[src/rtl/us_sched_pkg.sv]
`default_nettype none
// +--------------------------------------------------------------------------+
// | us_sched_pkg : shared types and default timing for the scan scheduler     |
// | Revision     : 1.0                                                        |
// +--------------------------------------------------------------------------+
package us_sched_pkg;

  localparam int DEF_DIST_W       = 10;
  localparam int DEF_GUARD_CYCLES = 6_000_000;
  localparam int DEF_WDOG_CYCLES  = 4_000_000;
  localparam int CNT_W            = 23;

  typedef enum logic [2:0] {
    IDLE  = 3'd0,
    PICK  = 3'd1,
    START = 3'd2,
    WAIT  = 3'd3,
    GUARD = 3'd4
  } state_t;

endpackage
`default_nettype wire

[src/rtl/ultrasonic_scan_scheduler_rr_next_idx.sv]
`default_nettype none
// +--------------------------------------------------------------------------+
// | rr_next_idx : combinational round-robin finder over a sensor mask         |
// | Revision    : 1.0                                                         |
// +--------------------------------------------------------------------------+
module rr_next_idx #(
  parameter int N     = 4,
  parameter int IDX_W = 2
) (
  input  logic [N-1:0]     mask,
  input  logic [IDX_W-1:0] cur,
  input  logic             inclusive,
  output logic [IDX_W-1:0] next_idx,
  output logic             found
);

  int w_cand;

  // Scan farthest offset first so the nearest hit is the one that sticks.
  always_comb begin
    next_idx = '0;
    found    = 1'b0;
    w_cand   = 0;
    for (int k = N - 1; k >= 0; k--) begin
      w_cand = (int'(cur) + k + (inclusive ? 0 : 1)) % N;
      if (mask[w_cand[IDX_W-1:0]]) begin
        next_idx = w_cand[IDX_W-1:0];
        found    = 1'b1;
      end
    end
  end

endmodule
`default_nettype wire

[src/rtl/ultrasonic_scan_scheduler.sv]
`default_nettype none
// +--------------------------------------------------------------------------+
// | ultrasonic_scan_scheduler : round-robin time-sharing of one ranging       |
// |   engine across several HC-SR04-style sensors, with nearest tracking      |
// | Revision : 1.0                                                            |
// +--------------------------------------------------------------------------+
module ultrasonic_scan_scheduler
  import us_sched_pkg::*;
#(
  parameter int  NUM_SENSORS  = 4,
  parameter int  DIST_W       = DEF_DIST_W,
  parameter int  GUARD_CYCLES = DEF_GUARD_CYCLES,
  parameter int  WDOG_CYCLES  = DEF_WDOG_CYCLES,
  localparam int IDX_W        = $clog2(NUM_SENSORS)
) (
  input  logic                          clk,
  input  logic                          reset,
  input  logic                          enable,
  input  logic [NUM_SENSORS-1:0]        sensor_mask,
  output logic                          meas_start,
  input  logic                          meas_done,
  input  logic                          meas_timeout,
  input  logic [DIST_W-1:0]             meas_distance,
  input  logic                          eng_trig,
  output logic                          eng_echo,
  output logic [NUM_SENSORS-1:0]        sensor_trig,
  input  logic [NUM_SENSORS-1:0]        sensor_echo,
  output logic [IDX_W-1:0]              sel_idx,
  output logic [NUM_SENSORS*DIST_W-1:0] dist_flat,
  output logic [NUM_SENSORS-1:0]        dist_valid,
  output logic [NUM_SENSORS-1:0]        fault,
  output logic [DIST_W-1:0]             near_dist,
  output logic [IDX_W-1:0]              near_idx,
  output logic                          scan_done
);

  localparam logic [CNT_W-1:0] C_GUARD_LOAD = CNT_W'(GUARD_CYCLES - 1);
  localparam logic [CNT_W-1:0] C_WDOG_LOAD  = CNT_W'(WDOG_CYCLES - 1);

  state_t                   r_state;
  state_t                   w_next_state;
  logic [CNT_W-1:0]         r_cnt;
  logic                     r_first;
  logic [DIST_W-1:0]        r_dist [NUM_SENSORS];
  logic [IDX_W-1:0]         w_next_idx;
  logic                     w_found;
  logic                     w_timeout;
  logic                     w_complete;
  logic [NUM_SENSORS-1:0]   w_upto;
  logic                     w_above;

  rr_next_idx #(
    .N     (NUM_SENSORS),
    .IDX_W (IDX_W)
  ) u_rr (
    .mask      (sensor_mask),
    .cur       (sel_idx),
    .inclusive (r_first),
    .next_idx  (w_next_idx),
    .found     (w_found)
  );

  // Shared counter reaching zero in WAIT means the watchdog expired.
  assign w_timeout  = meas_timeout || (r_cnt == '0);
  assign w_complete = (r_state == WAIT) && (meas_done || w_timeout);
  assign w_upto     = (NUM_SENSORS'(2) << sel_idx) - NUM_SENSORS'(1);
  assign w_above    = |(sensor_mask & ~w_upto);

  always_ff @(posedge clk) begin
    if (!reset) r_state <= IDLE;
    else        r_state <= w_next_state;
  end

  always_comb begin
    w_next_state = r_state;
    case (r_state)
      IDLE:    if (enable && |sensor_mask) w_next_state = PICK;
      PICK:    w_next_state = (!enable || !(|sensor_mask)) ? IDLE : START;
      START:   w_next_state = WAIT;
      WAIT:    if (w_complete) w_next_state = enable ? GUARD : IDLE;
      GUARD: begin
        if (!enable)             w_next_state = IDLE;
        else if (r_cnt == '0)    w_next_state = PICK;
      end
      default: w_next_state = IDLE;
    endcase
  end

  always_comb begin
    meas_start  = (r_state == START);
    sensor_trig = '0;
    eng_echo    = 1'b0;
    if (r_state == START || r_state == WAIT) sensor_trig[sel_idx] = eng_trig;
    if (r_state == WAIT)                     eng_echo = sensor_echo[sel_idx];
  end

  // Nearest-obstacle reduction: strict compare keeps the lowest index on ties.
  logic [DIST_W-1:0] w_min    [NUM_SENSORS+1];
  logic [IDX_W-1:0]  w_midx   [NUM_SENSORS+1];
  logic              w_mfound [NUM_SENSORS+1];

  assign w_min[0]    = '1;
  assign w_midx[0]   = '0;
  assign w_mfound[0] = 1'b0;

  generate
    for (genvar i = 0; i < NUM_SENSORS; i++) begin : g_near
      logic w_take;
      assign w_take        = dist_valid[i] && (!w_mfound[i] || (r_dist[i] < w_min[i]));
      assign w_min[i+1]    = w_take ? r_dist[i] : w_min[i];
      assign w_midx[i+1]   = w_take ? IDX_W'(i) : w_midx[i];
      assign w_mfound[i+1] = w_mfound[i] | dist_valid[i];
    end
    for (genvar i = 0; i < NUM_SENSORS; i++) begin : g_flat
      assign dist_flat[i*DIST_W +: DIST_W] = r_dist[i];
    end
  endgenerate

  always_ff @(posedge clk) begin
    if (!reset) begin
      sel_idx    <= '0;
      r_first    <= 1'b1;
      r_cnt      <= '0;
      dist_valid <= '0;
      fault      <= '0;
      near_dist  <= '1;
      near_idx   <= '0;
      scan_done  <= 1'b0;
      for (int i = 0; i < NUM_SENSORS; i++) r_dist[i] <= '0;
    end else begin
      scan_done  <= 1'b0;
      dist_valid <= dist_valid & sensor_mask;
      near_dist  <= w_min[NUM_SENSORS];
      near_idx   <= w_midx[NUM_SENSORS];

      if (r_state == PICK && w_found) begin
        sel_idx <= w_next_idx;
        r_first <= 1'b0;
      end

      if (r_state == START)  r_cnt <= C_WDOG_LOAD;
      else if (w_complete)   r_cnt <= C_GUARD_LOAD;
      else if (r_cnt != '0)  r_cnt <= r_cnt - 1'b1;

      if (w_complete) begin
        // A sensor dropped from the mask mid-flight has its result discarded.
        if (sensor_mask[sel_idx]) begin
          if (meas_done && !w_timeout) begin
            r_dist[sel_idx]     <= meas_distance;
            dist_valid[sel_idx] <= 1'b1;
            fault[sel_idx]      <= 1'b0;
          end else begin
            dist_valid[sel_idx] <= 1'b0;
            fault[sel_idx]      <= 1'b1;
          end
        end
        scan_done <= (w_next_state == GUARD) && !w_above;
      end
    end
  end

endmodule
`default_nettype wire

[config.mk]
export PLATFORM = sky130hd
export DESIGN_NAME = ultrasonic_scan_scheduler
export DESIGN_NICKNAME = d
export VERILOG_FILES = /design/src/rtl/us_sched_pkg.sv /design/src/rtl/ultrasonic_scan_scheduler_rr_next_idx.sv /design/src/rtl/ultrasonic_scan_scheduler.sv
export SDC_FILE = /design/constraint.sdc
export NUM_CORES = 1
export LEC_CHECK = 0
export BUFFER_PORTS_ARGS = -buffer_cell sky130_fd_sc_hd__buf_4
export CAP_MARGIN = 20
export CORE_MARGIN = 1
export CORE_UTILIZATION = 61
export DETAILED_ROUTE_END_ITERATION = 12
export GPL_ROUTABILITY_DRIVEN = 0
export PLACE_DENSITY_LB_ADDON = 0.12
export SYNTH_ARGS = -nofsm -noshare
export SYNTH_HDL_FRONTEND = slang
export SYNTH_SLANG_ARGS = --single-unit
[constraint.sdc]
create_clock -name clk -period 10.55 [get_ports clk]
set_clock_uncertainty 0.05 [all_clocks]
set_input_delay 2.11 -clock clk [delete_from_list [all_inputs] [get_ports clk]]
set_output_delay 2.11 -clock clk [all_outputs]
set_load 0.1 [all_outputs]
==> results of run 1 <==
## flip-flops by register name (all words and copies together), names as in the netlist, 2 cells and up, named ones only
signal / flops
dist_valid: 4
near_dist: 10
near_idx: 2
r_cnt: 23
r_dist: 40
r_state: 3
sel_idx: 2
## logic make-up (layout without fill, tap and decap cells)
family,Yosys count,count (layout),synth area share [%]
and+or+nand+nor,217,217,23.1
AOI/OAI and AO/OA,122,122,14.5
DFF,90,90,41.4
buffers and inverters,65,149,4.82
adders and majority gates,29,29,6.75
muxes,26,26,6.21
xor gates and xnor gates,20,20,3.29
## cell usage after synthesis, drive strengths merged (7+ instances only)
cell type,instances
nor4,12
ha,27
dfxtp,50
nand3b,11
clkbuf,22
and2,28
mux2,12
o21ai,19
nand2,26
xnor2,13
nor2,45
inv,39
o22ai,10
nand2b,10
nor2b,14
a21o,12
o31ai,7
and3,15
xor2,7
mux2i,12
nor3,28
a21oi,45
edfxtp,40
## through the flow
step | total power [uW] | std cells | cell area (um2)
4_1_cts | 1080 | 758 | 6250
5_1_grt | 1150 | 758 | 6250
6_report | 1090 | 758 | 6250
3_3_place_gp | 821 | 742 | 6050
2_1_floorplan | 758 | 569 | 5320
3_5_place_dp | 834 | 742 | 6050
## worst reg2reg max path: cells and delay by family, from the launching register on
family | cells | cell delay (ns)
flops | 1 | 0.64
buf+inv | 2 | 0.13
simple gates | 4 | 0.92
fa+ha+maj | 3 | 0.81
mux | 2 | 0.71
compound gates | 18 | 4.17
## power breakdown
group	internal, uW	switching (uW)
Combinational	149	224
Sequential	410	49.0
Clock	115	139
Total	674	412
## worst max path at each step
stage,slack (ns),end,start,cells past startpoint
3_3_place_gp,3.57,near_dist[3],dist_valid[0],29
3_5_place_dp,3.33,near_idx[1],dist_valid[0],29
5_1_grt,2.63,near_idx[1],dist_valid[0],30
2_1_floorplan,3.43,near_idx[1],dist_valid[0],33
6_report,3.07,near_idx[1],dist_valid[0],29
4_1_cts,3.20,near_idx[1],dist_valid[0],30
## metal layers
metal	up-vias	global-route usage, %	share of wire [%]
met2	189	52.1	49
met5	-	0	0
met4	0	14.8	3.0
met3	38	4.63	6.7
met1	2218	37.0	41
li1	2218	-	-
## cell type report
type                            count  area share [%]
Multi-Input combinational cell    414            45.8
Sequential cell                    90            35.2
Timing Repair Buffer               94            11.3
Inverter                           39            2.34
Tap cell                          105            2.10
Clock buffer                        9            1.98
Clock inverter                      7            1.32
==> out/qor.yml, run 1 <==
run_status:
  status: "completed"
yosys:
  async_flop_share_pct: 0
  ys_seq_area_share_pct: 41.4
  synth_nets: 620
  synth_area_leaders: "edfxtp_1, dfxtp_1, ha_1"
  ys.flop_type: "dfxtp_1"
  synth.top_cell.area_share_pct: 22.6
  synth-edff-count: 40
  ys_types: 65
  synth_seq_cells: 90
  synth_top_cell_by_area: "edfxtp_1"
  postSynthCellCount: 569
  yosysWarnings: 0
  synth_area_um2: 5320
  syn_area_per_cell_um2: 9.35
global_routing:
  grt_pass1_vias: 4483
  grt_pass1_wl_mm: 21.0
  antenna_found_initial: 0
  overflow: 0
  gr-usage-all-layers_pct: 30.3
  grt_max_degree: 27
power_and_ir_drop:
  ir_worst_vdd_v: 0.000176
  powerDensity_nw_per_um2: 174
  p_leak_uw: 0.00287
critical_path:
  cp_top_family: "compound AO/OA/AOI/OAI gates"
  crit_path_max_fanout: 17
  max_stage_delay_ns: 0.67
  crit_required_ns: 10.79
  critPathArrivalTime_ns: 7.72
  regToRegSetupSlack_ns: 3.07
  slowest_stage: "a21oi_1"
  start_kind: "flop"
  cp-end-kind: "flop"
  r2r-start: "dist_valid[0]"
  crit_top_cell: "a21o_1"
  worstReg2RegEnd: "near_idx[1]"
  cp_num_buf_inv: 2
  worstSetupPathType: "flop to flop"
  r2r_cells: 29
clock_tree:
  cts-root-buf: "clkbuf_8"
  clk_pin_slew_worst_paths_ns: 0.10
  clockBufferDepth: 2
  cts_resized: 0
  cts_tree: "built"
  post-cts-setup-buffer-count: 0
  cts.htree.levels: 3
  cts_buffers: 9
  cts_sinks: 90
  clkLatencyLatePin_ns: 0.38
  ctsHoldBuffers: 0
worst_hold_path:
  hold_path_depth: 2
  hp-start: "r_cnt[22]"
  whs_endpoint: "r_cnt[22]"
  hold_path_class: "flop to flop"
detailed_routing:
  wl_per_cell_um: 17.4
  vias_per_cell: 6.15
  final_antenna_net_count: 0
  dr.pass1.iters: 5
  dr.first_iter.drc_count: 248
  vias: 4663
  drc: 0
  wl_mm: 13.2
sta:
  hold_viol_final: 0
  hold_slack_ns: 0.440
  fin_crit_sh_pct: 70.9
  fmax_mhz: 134
  rsz0062_at_grt: "false"
  setup_viol: 0
  setup_tns_ns: 0
  slew_headroom_pct: 40.4
  finalMaxSlewViolations: 0
  tightest_slew_ns: 0.885
  setup_ws_ns: 3.07
  final.min_clock_period_ns: 7.48
floorplanning:
  die_x_um: 95.4
  rows: 33
  start_util_pct: 63.8
  die_h_um: 95.4
  coreArea_um2: 8340
  ios: 93
  dieArea_um2: 9100
run:
  maxCapViolCount: 0
placement:
  dp_slack_ns: 3.33
  port_buffers: 92
  hpwl_mm: 9.78
cells_and_area:
  nFillCells: 608
  fin_util_pct: 75.0
  area_growth_pct: 17.5
  nets: 699
  layout_commonest_cell: "buf_4"
  register_area_um2: 2200
  final_cell_mix: "buf_4, dfxtp_1, a21oi_1, nor2_1, edfxtp_1"
  multi_input_area_um2: 2860
  drive_gt1_share_pct: 21.6
  n_antenna_cell: 0
(Power assumes the default switching activity.)
==> inputs of run 2 (changes only) <==
Settings changed: ABC_AREA set to 1, CORE_UTILIZATION 61 to 56.
Clock period 10.55 ns to 7.4 ns, I/O delays scaled along.
==> out/qor.yml, run 2 <==
detailed_routing:
  drc: 0
  vias_per_cell: 5.53
  dr.pass1.iters: 5
  dr.first_iter.drc_count: 369
  final_antenna_net_count: 0
  vias: 4786
  wl_mm: 13.4
  wl_per_cell_um: 15.5
critical_path:
  crit_required_ns: 7.59
  start_kind: "flop"
  worstSetupPathType: "flop to flop"
  crit_top_cell: "nand2_1"
  crit_path_max_fanout: 18
  cp-end-kind: "flop"
  max_stage_delay_ns: 0.53
  slowest_stage: "dfxtp_1"
  critPathArrivalTime_ns: 5.73
  r2r_cells: 35
clock_tree:
  cts_sinks: 90
  cts_resized: 0
  clk_pin_slew_worst_paths_ns: 0.11
  post-cts-setup-buffer-count: 0
  clkLatencyLatePin_ns: 0.37
  cts.htree.levels: 3
  cts_buffers: 9
  clockBufferDepth: 2
  cts_tree: "built"
  cts-root-buf: "clkbuf_8"
  ctsHoldBuffers: 0
yosys:
  synth_commonest_cells: "nor2_1, nand2_1, inv_1"
  synth.top_cell.area_share_pct: 23.9
  synth_top_cell_by_area: "edfxtp_1"
  ys_types: 40
  synth_seq_cells: 90
  synth_most_common_cell: "nor2_1"
  synth_nets: 714
  syn_area_per_cell_um2: 7.57
  synth_area_leaders: "edfxtp_1, dfxtp_1, nor2_1"
  synth-edff-count: 40
  synth_area_um2: 5020
  async_flop_share_pct: 0
  ys.flop_type: "dfxtp_1"
  ys_seq_area_share_pct: 43.9
  postSynthCellCount: 663
  yosysWarnings: 0
cells_and_area:
  fin_cells: 866
  fin_area_um2: 5990
  regMostFlops: "r_dist"
  top_regs: "r_dist: 40 flops, r_cnt: 23 flops, near_dist: 10 flops"
  nets: 804
  n_antenna_cell: 0
  largest_reg_flops: 40
  layout_commonest_cell: "nor2_1"
  final_cell_mix: "nor2_1, nand2_1, inv_1, buf_4, dfxtp_1"
  area_growth_pct: 19.3
  drive_gt1_share_pct: 17.2
run_status:
  status: "completed"
sta:
  slew_headroom_pct: 53.5
  tightest_slew_ns: 0.695
  final.min_clock_period_ns: 5.54
  setup_viol: 0
  hold_slack_ns: 0.412
  rsz0062_at_grt: "false"
  hold_viol_final: 0
  fmax_mhz: 180
  finalMaxSlewViolations: 0
  fin_crit_sh_pct: 74.9
  setup_tns_ns: 0
global_routing:
  gr-usage-all-layers_pct: 29.0
  antenna_found_initial: 0
  grt_pass1_vias: 4613
  grt_max_degree: 31
  overflow: 0
  grt_pass1_wl_mm: 21.3
floorplanning:
  coreArea_um2: 8680
  ios: 93
  start_util_pct: 57.8
  die_h_um: 96.7
  dieArea_um2: 9340
  rows: 34
  die_x_um: 96.7
run:
  maxCapViolCount: 0
power_and_ir_drop:
  ir_worst_vdd_v: 0.000216
  p_leak_uw: 0.00294
  powerDensity_nw_per_um2: 254
placement:
  dp.cells: 850
  placed_cell_area_um2: 5780
  port_buffers: 92
  hpwl_mm: 10.3
worst_hold_path:
  hold_path_depth: 2
  hold_path_class: "flop to flop"
-- run 2: worst paths after layout --
check | start | endpoint | slack, ns
max | dist_valid[0] | near_dist[0] | 1.86
min | flop | flop | 0.41
max reg2reg | dist_valid[0] | near_dist[0] | 1.86
min reg2reg | flop | flop | 0.41
-- run 2: final cells by class --
| cell class | count | area (um2) |
|---|---|---|
| tap | 108 | 135 |
| multi-input combinational | 448 | 2330 |
| inverter | 112 | 420 |
| clock inverter | 6 | 55.1 |
| clock buffer | 10 | 149 |
| timing repair buffer | 92 | 691 |
| sequential | 90 | 2200 |
| fill | 773 | 2690 |
-- run 2: where the power goes --
part           internal [uW]  total (uW)  leakage, uW  switching, uW
clock network            150         349    0.0000985            199
logic                    172         533      0.00202            361
registers                580         637     0.000820           56.4
-- run 2: cell families after synthesis --
kind of cell	share of synthesized area [%]
AND/OR/NAND/NOR	27.1
flip-flops	43.9
buffers and inverters	9.60
AO/OA/AOI/OAI	10.5
XOR/XNOR	2.09
adder cells (fa/ha/maj)	6.73
-- run 2: layer usage --
layer	part of all wire [%]	global-route usage [%]	vias up	wire, um
met5	0	0	-	0
met4	4.0	15.8	0	541
met3	6.7	5.56	39	903
met1	40	33.6	2212	5370
met2	49	50.2	201	6580
li1	-	-	2334	-
-- run 2: per-stage QoR --
| step | util, % | power (uW) | worst slack (ns) |
|---|---|---|---|
| final | 69.0 | 1520 | 1.86 |
| after global routing | 69.0 | 1620 | 1.33 |
| after CTS | 69.0 | 1510 | 1.99 |
| after detailed placement | 66.6 | 1170 | 2.02 |
| after global placement | 66.6 | 1150 | 2.33 |
| after floorplan | - | 1050 | 1.84 |
-- run 2: worst max-delay path, delay by kind of cell, from the launching register on --
kind,cells,cell delay [ns]
AOI/OAI and AO/OA,7,1.21
buffers and inverters,4,0.46
adders and majority gates,3,0.90
and+or+nand+nor,21,2.24
DFF,1,0.53
